**config.mk**
```make
export PLATFORM = sky130hd
export DESIGN_NAME = data_mem_ctrl
export DESIGN_NICKNAME = d
export VERILOG_FILES = /design/src/rtl/data_mem_ctrl.sv
export SDC_FILE = /design/constraint.sdc
export NUM_CORES = 1
export LEC_CHECK = 0
export ABC_AREA = 1
export CORE_UTILIZATION = 40
export CTS_CLUSTER_SIZE = 8
export DETAILED_ROUTE_END_ITERATION = 7
export PLACE_DENSITY_LB_ADDON = 0.2
export SETUP_SLACK_MARGIN = 0.02
export SLEW_MARGIN = 10
export SYNTH_ARGS = -nofsm -noshare
export SYNTH_HDL_FRONTEND = slang
export SYNTH_SLANG_ARGS = --single-unit
```
**constraint.sdc**
```tcl
create_clock -name clk -period 1.5 [get_ports clk]
set_input_delay 0.3 -clock clk [delete_from_list [all_inputs] [get_ports clk]]
set_output_delay 0.3 -clock clk [all_outputs]
set_load 0.05 [all_outputs]
```
**src/rtl/data_mem_ctrl.sv**
```systemverilog
// data_mem_ctrl: load/store stage between the core data path and a
// variable-latency data memory. It runs a req/ack handshake and stalls the
// core until the access finishes. An aligned access takes IDLE -> REQ -> RESP;
// a misaligned access takes IDLE -> RESP and pulses err.
// Optional feature: define MEM_TIMEOUT_EN to abort a REQ that gets no mem_ack
// within TIMEOUT cycles. An aborted load returns read_data = 0 and pulses err.
module data_mem_ctrl #(
  parameter int WIDTH   = 22,
  parameter int TIMEOUT = 255
) (
  input  logic             clk,
  input  logic             rst,
  input  logic             mem_read,
  input  logic             mem_write,
  input  logic [WIDTH-1:0] addr,
  input  logic [WIDTH-1:0] wdata,
  output logic [WIDTH-1:0] read_data,
  output logic             stall,
  output logic             err,
  output logic             mem_req,
  output logic             mem_we,
  output logic [WIDTH-1:0] mem_addr,
  output logic [WIDTH-1:0] mem_wdata,
  input  logic             mem_ack,
  input  logic [WIDTH-1:0] mem_rdata
);

  if (TIMEOUT < 1) begin : g_bad_timeout
    $error("data_mem_ctrl: TIMEOUT must be >= 1");
  end

  typedef enum logic [1:0] {IDLE, REQ, RESP} state_t;

  state_t           state_reg, state_next;
  logic             req_reg, req_next;
  logic             we_reg, we_next;
  logic [WIDTH-1:0] addr_reg, addr_next;
  logic [WIDTH-1:0] wdata_reg, wdata_next;
  logic [WIDTH-1:0] rdata_reg, rdata_next;
  logic             err_reg, err_next;

`ifdef MEM_TIMEOUT_EN
  // The counter is at least 8 bits wide, and wider when TIMEOUT needs it.
  localparam int CNT_W = ($clog2(TIMEOUT + 1) > 8) ? $clog2(TIMEOUT + 1) : 8;
  localparam logic [CNT_W-1:0] CNT_LAST = CNT_W'(TIMEOUT - 1);
  logic [CNT_W-1:0] cnt_reg, cnt_next;
`endif

  // Next-state logic, next values of the registered outputs, and the combinational stall
  always_comb begin
    state_next = state_reg;
    req_next   = req_reg;
    we_next    = we_reg;
    addr_next  = addr_reg;
    wdata_next = wdata_reg;
    rdata_next = rdata_reg;
    err_next   = 1'b0;
    stall      = 1'b0;
`ifdef MEM_TIMEOUT_EN
    cnt_next   = cnt_reg;
`endif
    case (state_reg)
      IDLE: begin
        if (mem_read | mem_write) begin
          stall = 1'b1;
          if (addr[1:0] == 2'b00) begin
            // Capture the request. A store wins when both strobes are high.
            state_next = REQ;
            req_next   = 1'b1;
            we_next    = mem_write;
            addr_next  = {addr[WIDTH-1:2], 2'b00};
            wdata_next = wdata;
`ifdef MEM_TIMEOUT_EN
            cnt_next   = '0;
`endif
          end else begin
            state_next = RESP;
            err_next   = 1'b1;
          end
        end
      end
      REQ: begin
        stall = 1'b1;
        if (mem_ack) begin
          req_next   = 1'b0;
          state_next = RESP;
          if (!we_reg) rdata_next = mem_rdata;
        end
`ifdef MEM_TIMEOUT_EN
        else if (cnt_reg == CNT_LAST) begin
          req_next   = 1'b0;
          rdata_next = '0;
          err_next   = 1'b1;
          state_next = RESP;
        end else begin
          cnt_next = cnt_reg + 1'b1;
        end
`endif
      end
      RESP: begin
        // The core commits at this edge. A request still held here is not restarted.
        state_next = IDLE;
      end
      default: state_next = IDLE;
    endcase
  end

  // State and registered outputs, cleared asynchronously when rst is low
  always_ff @(posedge clk or negedge rst) begin
    if (!rst) begin
      state_reg <= IDLE;
      req_reg   <= 1'b0;
      we_reg    <= 1'b0;
      addr_reg  <= '0;
      wdata_reg <= '0;
      rdata_reg <= '0;
      err_reg   <= 1'b0;
`ifdef MEM_TIMEOUT_EN
      cnt_reg   <= '0;
`endif
    end else begin
      state_reg <= state_next;
      req_reg   <= req_next;
      we_reg    <= we_next;
      addr_reg  <= addr_next;
      wdata_reg <= wdata_next;
      rdata_reg <= rdata_next;
      err_reg   <= err_next;
`ifdef MEM_TIMEOUT_EN
      cnt_reg   <= cnt_next;
`endif
    end
  end

  assign mem_req   = req_reg;
  assign mem_we    = we_reg;
  assign mem_addr  = addr_reg;
  assign mem_wdata = wdata_reg;
  assign read_data = rdata_reg;
  assign err       = err_reg;

endmodule
```
After elaboration in Yosys (flattened, before gate mapping)
Cells that the tools add are included.
Widths: inputs -> output; s select.
Storage, ports and cells
  bits in writable memories: 0
  input bits: 71
  word-level logic and storage cells: 33
  ROM bits: 0
  memories: 0
  bits in latches: 0
  flip-flop bits (word level): 69
  output and inout port bits: 70
Cells by class
  shift-type cells: 0
  bitwise gates (word level): 2
  reduce and logical (&&, ||, !) cells: 7
  muxes and demuxes: 13
  divide/modulo/power cells: 0
  $lt $le $gt $ge: 0
  equality and inequality tests: 4
  multipliers: 0
  $add $sub $neg: 0
Operator list (number)
  $mux 1: 7
  $mux 2: 3
  $ne 2x2->1 const B: 3
  $reduce_and 3->1: 2
  $logic_not 2->1: 2
  $pmux 1 s2: 2
  $pmux 2 s2: 1
  $reduce_and 4->1: 1
  $eq 2x1->1 const B: 1
  $reduce_and 2->1: 1
  $reduce_bool 2->1: 1
  $not 1->1: 1
  $or 1x1->1: 1

Longest topological paths before layout
Gate-level depths: netlist (run 1).
  word-level depth: 4
  gate-level depth with buffers: 7
  mapped depth without buffers: 6

Worst setup path after synthesis (run 1)
OpenSTA, ideal clock, no wires.
  kind: flip-flop to flip-flop
  from: register we_reg, in the netlist mem_we
  to: register rdata_reg[13], in the netlist read_data[13]
  slack: 151 ps
  stages on the path, launching flop included: 6
  setup time: 120 ps
  data required time: 1380 ps
  buffers on the path: 2
  period minus slack after synthesis: 1349 ps
  arrival time: 1229 ps
  cell sequence: dfrtp_1 or2_1 buf_6 buf_6 nand2_1 o21ai_2
On the way
  word-level cells in the longest chain between the ends: 2
Ends and longest elaborated chain
  start, declared: RTL line 36  | logic we_reg, we_next;
  start signal, assigned: RTL line 124  | we_reg <= we_next;
  $not 1->1 (no source line)
  $reduce_and 3->1 (no source line)
  end signal, assigned: RTL line 127  | rdata_reg <= rdata_next;
  end, declared: RTL line 39  | logic [WIDTH-1:0] rdata_reg, rdata_next;
Every way passes these cells.
A chain may end at the register's enable or synchronous reset.

Final worst setup path (run 1)
  from: register state_reg[0]
  to: output stall
On the way
  word-level cells in the longest chain between the ends: 2
  elaborated cells between the ends (all ways): 3
  classes of those cells: eq/ne: 1; mux: 1; reduce/logical: 1
Ends and longest elaborated chain
  start, declared: RTL line 34  | state_t state_reg, state_next;
  start signal, assigned: RTL line 122  | state_reg <= state_next;
  $eq 2x1->1 or $logic_not 2->1 (tied branches): RTL line 62  | case (state_reg)
  $pmux 1 s2 *: RTL line 62
  end, declared: RTL line 18  | output logic stall,
Mark *: on every way between the ends. The rest lies on a longest branch, timed or not.

==> results.py, run 1 <==
metrics = {
    "cts": {
        "cts_tree": "yes",
        "cts_sinks": 69,
        "h-tree-depth": 3,
        "cts_buffers": 9,
        "clockBufferDepth": 2,
        "cts-root-buf": "clkbuf_8",
        "clk_pin_slew_ns": 0.07,
        "clk_latency_ns": 0.33,
    },
    "placement": {
        "numPortBuffers": 138,
        "placed_cell_area_um2": 5050,
        "place_congestion": 0.787,
        "dpl.hpwl_um": 5510,
        "dpl_worst_slack_ns": -0.175,
    },
    "sta": {
        "drv_slew": 0,
        "finalHoldViolations": 0,
        "finalCritPeriodShare": 1.01,
        "clock-skew-final_ns": 0.00815,
        "timing.final.crit_period_ns": 1.52,
        "max_freq_ghz": 0.658,
        "setup_violations": 1,
        "tns_ns": -0.0193,
        "rsz0062_at_grt": "yes",
        "fin_ws_ns": -0.0193,
        "timing.hold.ws_ns": 0.284,
    },
    "global_route": {
        "grtUsageTotal": 0.213,
        "grt_pass1_vias": 2523,
        "grt_overflow": 0,
        "grt_pass1_wl_um": 12100,
        "grt_max_degree": 70,
        "antenna_found_initial": 0,
    },
    "worst_setup_path": {
        "slowest_stage": "dfrtp_1",
        "required_ns": 1.20,
        "worstPathCellList": "buf_6 > inv_2 > nand2_2 > nand2_2 > inv_2 > buf_8",
        "endpoint_kind": "primary output",
        "arrival_ns": 1.22,
        "worstSetupPathType": "reg -> out",
        "crit_path_max_fanout": 2,
        "slowest_delay_ns": 0.40,
        "worstSetupStartpointType": "flop",
    },
    "synthesis": {
        "syn_area_um2": 2860,
        "ys_warn_count": 0,
        "postSynthCellCount": 308,
        "synth.distinct_cells": 17,
        "ys_seq_area_frac": 0.603,
        "syn_avg_cell_area_um2": 9.30,
        "synth_seq_cells": 69,
    },
    "die": {
        "fp.dieArea_um2": 7500,
        "boundaryPins": 141,
        "core_um2": 6870,
        "num_rows": 30,
        "start_util": 0.417,
        "dieHeight_um": 86.6,
        "dieWidth_um": 86.6,
    },
    "pwr": {
        "sequentialPowerShare": 0.268,
        "power_density_nw_per_um2": 2630,
        "pwr-share-clk": 0.106,
        "internal_power_w": 0.00772,
        "p_comb_frac": 0.627,
        "netSwitchingFraction": 0.449,
        "p_leak_nw": 2.64,
        "power.switching_w": 0.00628,
        "peakVddDrop_mv": 1.27,
    },
    "layout": {
        "stdcell_area_um2": 5320,
        "area_growth_syn_to_layout_pct": 85.7,
        "regArea_um2": 1730,
        "layout_commonest_cell": "nand2_1",
        "nNetsFinal": 529,
        "multi_input_area_um2": 920,
        "num_antenna_cells": 0,
        "drive_gt1_frac": 0.283,
        "num-fill-cells": 464,
        "final_cell_mix": "nand2_1 (113), buf_12 (70), dfrtp_1 (69)",
    },
    "run_status": {
        "violations": "setup timing",
        "outcome": "complete, but fails checks",
    },
    "detailed_routing": {
        "post_drt_wl_per_cell_um": 13.5,
        "drc_errors": 0,
        "via_per_inst": 4.61,
        "drtPass1Iterations": 4,
        "drtAntennaViolNets": 0,
        "drt_iter0_drc": 63,
        "top_layer": "met4",
        "met3_length_um": 668,
        "wl_met2_um": 3770,
        "met1_length_um": 2990,
        "vias": 2578,
        "routed_wl_um": 7560,
    },
    "run": {
        "maxCapViolCount": 0,
    },
    "min_path": {
        "hold_class": "in -> reg",
    },
}
## layer usage
layer / track usage / vias up
li1: - / 1253
met1: 0.247 / 1204
met2: 0.354 / 108
met3: 0.0762 / 13
met4: 0.100 / 0
met5: 0 / -
## power groups by stage
stage	Sequential, W	Clock, W	Combinational [W]
final	0.00375	0.00148	0.00878
after global routing	0.00387	0.00160	0.00914
after CTS	0.00377	0.00153	0.00875
after detailed placement	0.00379	0	0.00869
after global placement	0.00374	0	0.00855
after floorplan	0.00635	0	0.00127
## cell type report
| class | count | share of cell area |
|---|---|---|
| sequential | 69 | 0.325 |
| multi-input combinational | 192 | 0.173 |
| clock inverter | 3 | 0.00847 |
| clock buffer | 13 | 0.0280 |
| inverter | 29 | 0.0205 |
| timing repair buffer | 157 | 0.423 |
| tap | 96 | 0.0226 |
## cell families (layout without fill, tap and decap cells)
kind of cell	count (synthesis)	after routing	synth area share
buffers and inverters	48	202	0.0834
AO/OA/AOI/OAI	24	24	0.0708
other	1	2	0.00131
AND/OR/NAND/NOR	166	166	0.242
flip-flops	69	69	0.603
## synthesized netlist by cell type, drive strengths merged
cell	count	area (µm²)
a21oi	1	5.00
buf	18	126
clkbuf	1	3.75
conb	1	3.75
dfrtp	69	1730
inv	29	109
nand2	116	438
nand3	45	225
nor2	3	16.3
nor4	1	6.26
o21ai	23	198
or2	1	6.26
## final timing paths
check                                 to  slack (ns)         start  cells after the start
setup reg to reg           read_data[19]        0.10  state_reg[1]                      6
max in group asynchronous   mem_wdata[5]        0.68           rst                      3
min in group asynchronous  read_data[18]        0.52           rst                      3
hold / removal                    mem_we        0.28     mem_write                      3
hold reg to reg                      err        0.46  state_reg[1]                      1
setup / recovery                   stall       -0.02  state_reg[0]                      6
## through the flow
| step | power (W) | std cells | util |
|---|---|---|---|
| 6_report | 0.0140 | 559 | 0.774 |
| 3_3_place_gp | 0.0123 | 537 | 0.735 |
| 3_5_place_dp | 0.0125 | 537 | 0.735 |
| 4_1_cts | 0.0140 | 556 | 0.768 |
| 5_1_grt | 0.0146 | 559 | 0.774 |
| 2_1_floorplan | 0.00762 | 309 | - |
## worst max-delay path, delay by kind of cell, from the launching register on
kind | cells | cell delay [ns]
buf+inv | 4 | 0.35
flops | 1 | 0.40
simple gates | 2 | 0.13
## repair_timing
item | CTS | global route
resized for setup | 4 | 7
endpoints found under the hold margin | 34 | 0
hold buffers | 1 | 0
buffers inserted | 2 | 3
pin swaps | 2 | 2
setup endpoints to repair | 1 | 14
(Power assumes the default switching activity.)
==> inputs of run 2 (changes only) <==
- HOLD_SLACK_MARGIN: default -> 0.08
==> results of run 2 <==
The final DEF is identical to that of run 1; final timing and power are the same.
==> inputs of run 3 (changes only) <==
- GPL_TIMING_DRIVEN: default -> 0
==> results.py, run 3 (same netlist as run 1, synthesis figures left out) <==
metrics = {
    "die": {
        "fp.dieArea_um2": 7500,
        "dieWidth_um": 86.6,
        "start_util": 0.417,
        "dieHeight_um": 86.6,
        "boundaryPins": 141,
        "core_um2": 6870,
        "num_rows": 30,
    },
    "layout": {
        "num_antenna_cells": 0,
        "multi_input_area_um2": 920,
        "drive_gt1_frac": 0.293,
        "layout_commonest_cell": "nand2_1",
        "final_cells": 563,
        "fin_util": 0.686,
        "area_growth_syn_to_layout_pct": 64.5,
        "final_cell_mix": "nand2_1 (113), dfrtp_1 (68), clkdlybuf4s50_1 (67)",
        "num-fill-cells": 566,
        "nNetsFinal": 533,
        "regArea_um2": 1730,
    },
    "min_path": {
        "holdPathStages": 3,
        "min_to": "mem_we",
        "hold_class": "in -> reg",
        "min-delay-start": "mem_write",
    },
    "worst_setup_path": {
        "worstSetupStartpointType": "flop",
        "endpoint_kind": "primary output",
        "arrival_ns": 1.17,
        "ff2ff_path_depth": 7,
        "worstSetupPathType": "reg -> out",
        "r2r_slack_ns": 0.09,
        "crit_path_max_fanout": 5,
        "r2r-start": "state_reg[1]",
        "slowest_delay_ns": 0.46,
        "required_ns": 1.20,
        "worstPathCellList": "inv_2 > nand2_2 > nand2_2 > inv_2 > buf_8",
        "worstReg2RegEnd": "read_data[11]",
        "slowest_stage": "dfrtp_2",
    },
    "sta": {
        "clock-skew-final_ns": 0.00598,
        "timing.final.crit_period_ns": 1.47,
        "setup_violations": 0,
        "finalHoldViolations": 0,
        "rsz0062_at_grt": "yes",
        "max_freq_ghz": 0.681,
        "finalCritPeriodShare": 0.979,
        "drv_slew": 0,
    },
    "run": {
        "maxCapViolCount": 0,
    },
    "run_status": {
        "outcome": "finished clean",
    },
    "detailed_routing": {
        "post_drt_wl_per_cell_um": 12.4,
        "drtPass1Iterations": 4,
        "drtAntennaViolNets": 0,
        "drc_errors": 0,
        "vias": 2563,
        "routed_wl_um": 6980,
        "drt_iter0_drc": 95,
        "via_per_inst": 4.55,
    },
    "cts": {
        "clockBufferDepth": 2,
        "h-tree-depth": 3,
        "cts_sinks": 69,
        "cts_buffers": 9,
        "clk_pin_slew_ns": 0.07,
        "cts_tree": "yes",
        "cts-root-buf": "clkbuf_8",
        "clk_latency_ns": 0.33,
    },
    "global_route": {
        "grtUsageTotal": 0.198,
        "antenna_found_initial": 0,
        "grt_pass1_vias": 2540,
        "grt_max_degree": 43,
        "grt_pass1_wl_um": 11400,
        "grt_overflow": 0,
    },
    "placement": {
        "dpl.hpwl_um": 5080,
        "dp_cells": 544,
        "numPortBuffers": 138,
        "place_congestion": 0.799,
    },
    "pwr": {
        "power_density_nw_per_um2": 2410,
        "peakVddDrop_mv": 1.25,
        "p_leak_nw": 2.34,
    },
}
[run 3: cell types whose count changed in the layout (fill, tap and decap cells not counted), sizes merged]
cell and change:
clkinv +3, clkinvlp -2, buf -64, dlygate4sd2 +2, clkbuf +1, bufinv +1
dlymetal6s2s -1, clkdlybuf4s50 -1, clkdlybuf4s15 +65
[run 3: through the flow]
step / hold WS [ns] / instance area [µm²] / setup TNS (ns) / total power [W] / worst slack (ns)
after CTS: 0.363 / 4690 / 0 / 0.0114 / 0.0109
after detailed placement: 0.250 / 4390 / -20.13 / 0.0100 / -0.700
after global routing: 0.418 / 4710 / -0.0135 / 0.0120 / -0.0135
after floorplan: 0.00441 / 2870 / 0 / 0.00762 / 0.151
final: 0.384 / 4710 / 0 / 0.0114 / 0.0321
after global placement: 0.453 / 4370 / -171.23 / 0.00992 / -2.21
[run 3: area by class of cell]
class | instances | area share
well taps | 96 | 0.0255
flip-flops and latches | 69 | 0.367
multi-input cells | 192 | 0.195
repair buffers | 142 | 0.318
clock buffers | 11 | 0.0279
inverters | 29 | 0.0231
plain buffers | 19 | 0.0279
clock inverters | 5 | 0.0159
[run 3: what timing repair did]
action                                 in CTS  in global routing
gates resized for setup                   211                 11
buffers inserted                            0                  2
setup endpoints to repair                 106                 42
endpoints found under the hold margin      27                  0
hold buffers                                1                  0
pin swaps                                   2                  1
[run 3: layer usage]
| layer | track usage | wire length, µm | vias to the layer above |
|---|---|---|---|
| met1 | 0.234 | 2830 | 1196 |
| met2 | 0.328 | 3370 | 96 |
| met3 | 0.0676 | 655 | 8 |
| li1 | - | - | 1263 |
| met5 | 0 | 0 | - |
| met4 | 0.0864 | 113 | 0 |
[run 3: how the worst max path moves through the flow]
stage / startpoint / endpoint / slack (ns)
global route: state_reg[0] / stall / -0.01
detailed placement: mem_write / stall / -0.70
CTS: state_reg[0] / mem_wdata[19] / 0.01
finish: state_reg[0] / stall / 0.03
global placement: rst / mem_addr[14] / -2.21
floorplan: mem_we / read_data[13] / 0.15
[run 3: critical path: cells and delay by family, from the launching register on]
family                 cells  cell delay, ns
flip-flops                 1            0.46
AND/OR/NAND/NOR            2            0.13
buffers and inverters      3            0.25
[run 3: report_power, final]
| part | internal (W) | switching (W) |
|---|---|---|
| Clock | 0.000929 | 0.000657 |
| Sequential | 0.00276 | 0.000503 |
| Combinational | 0.00195 | 0.00455 |
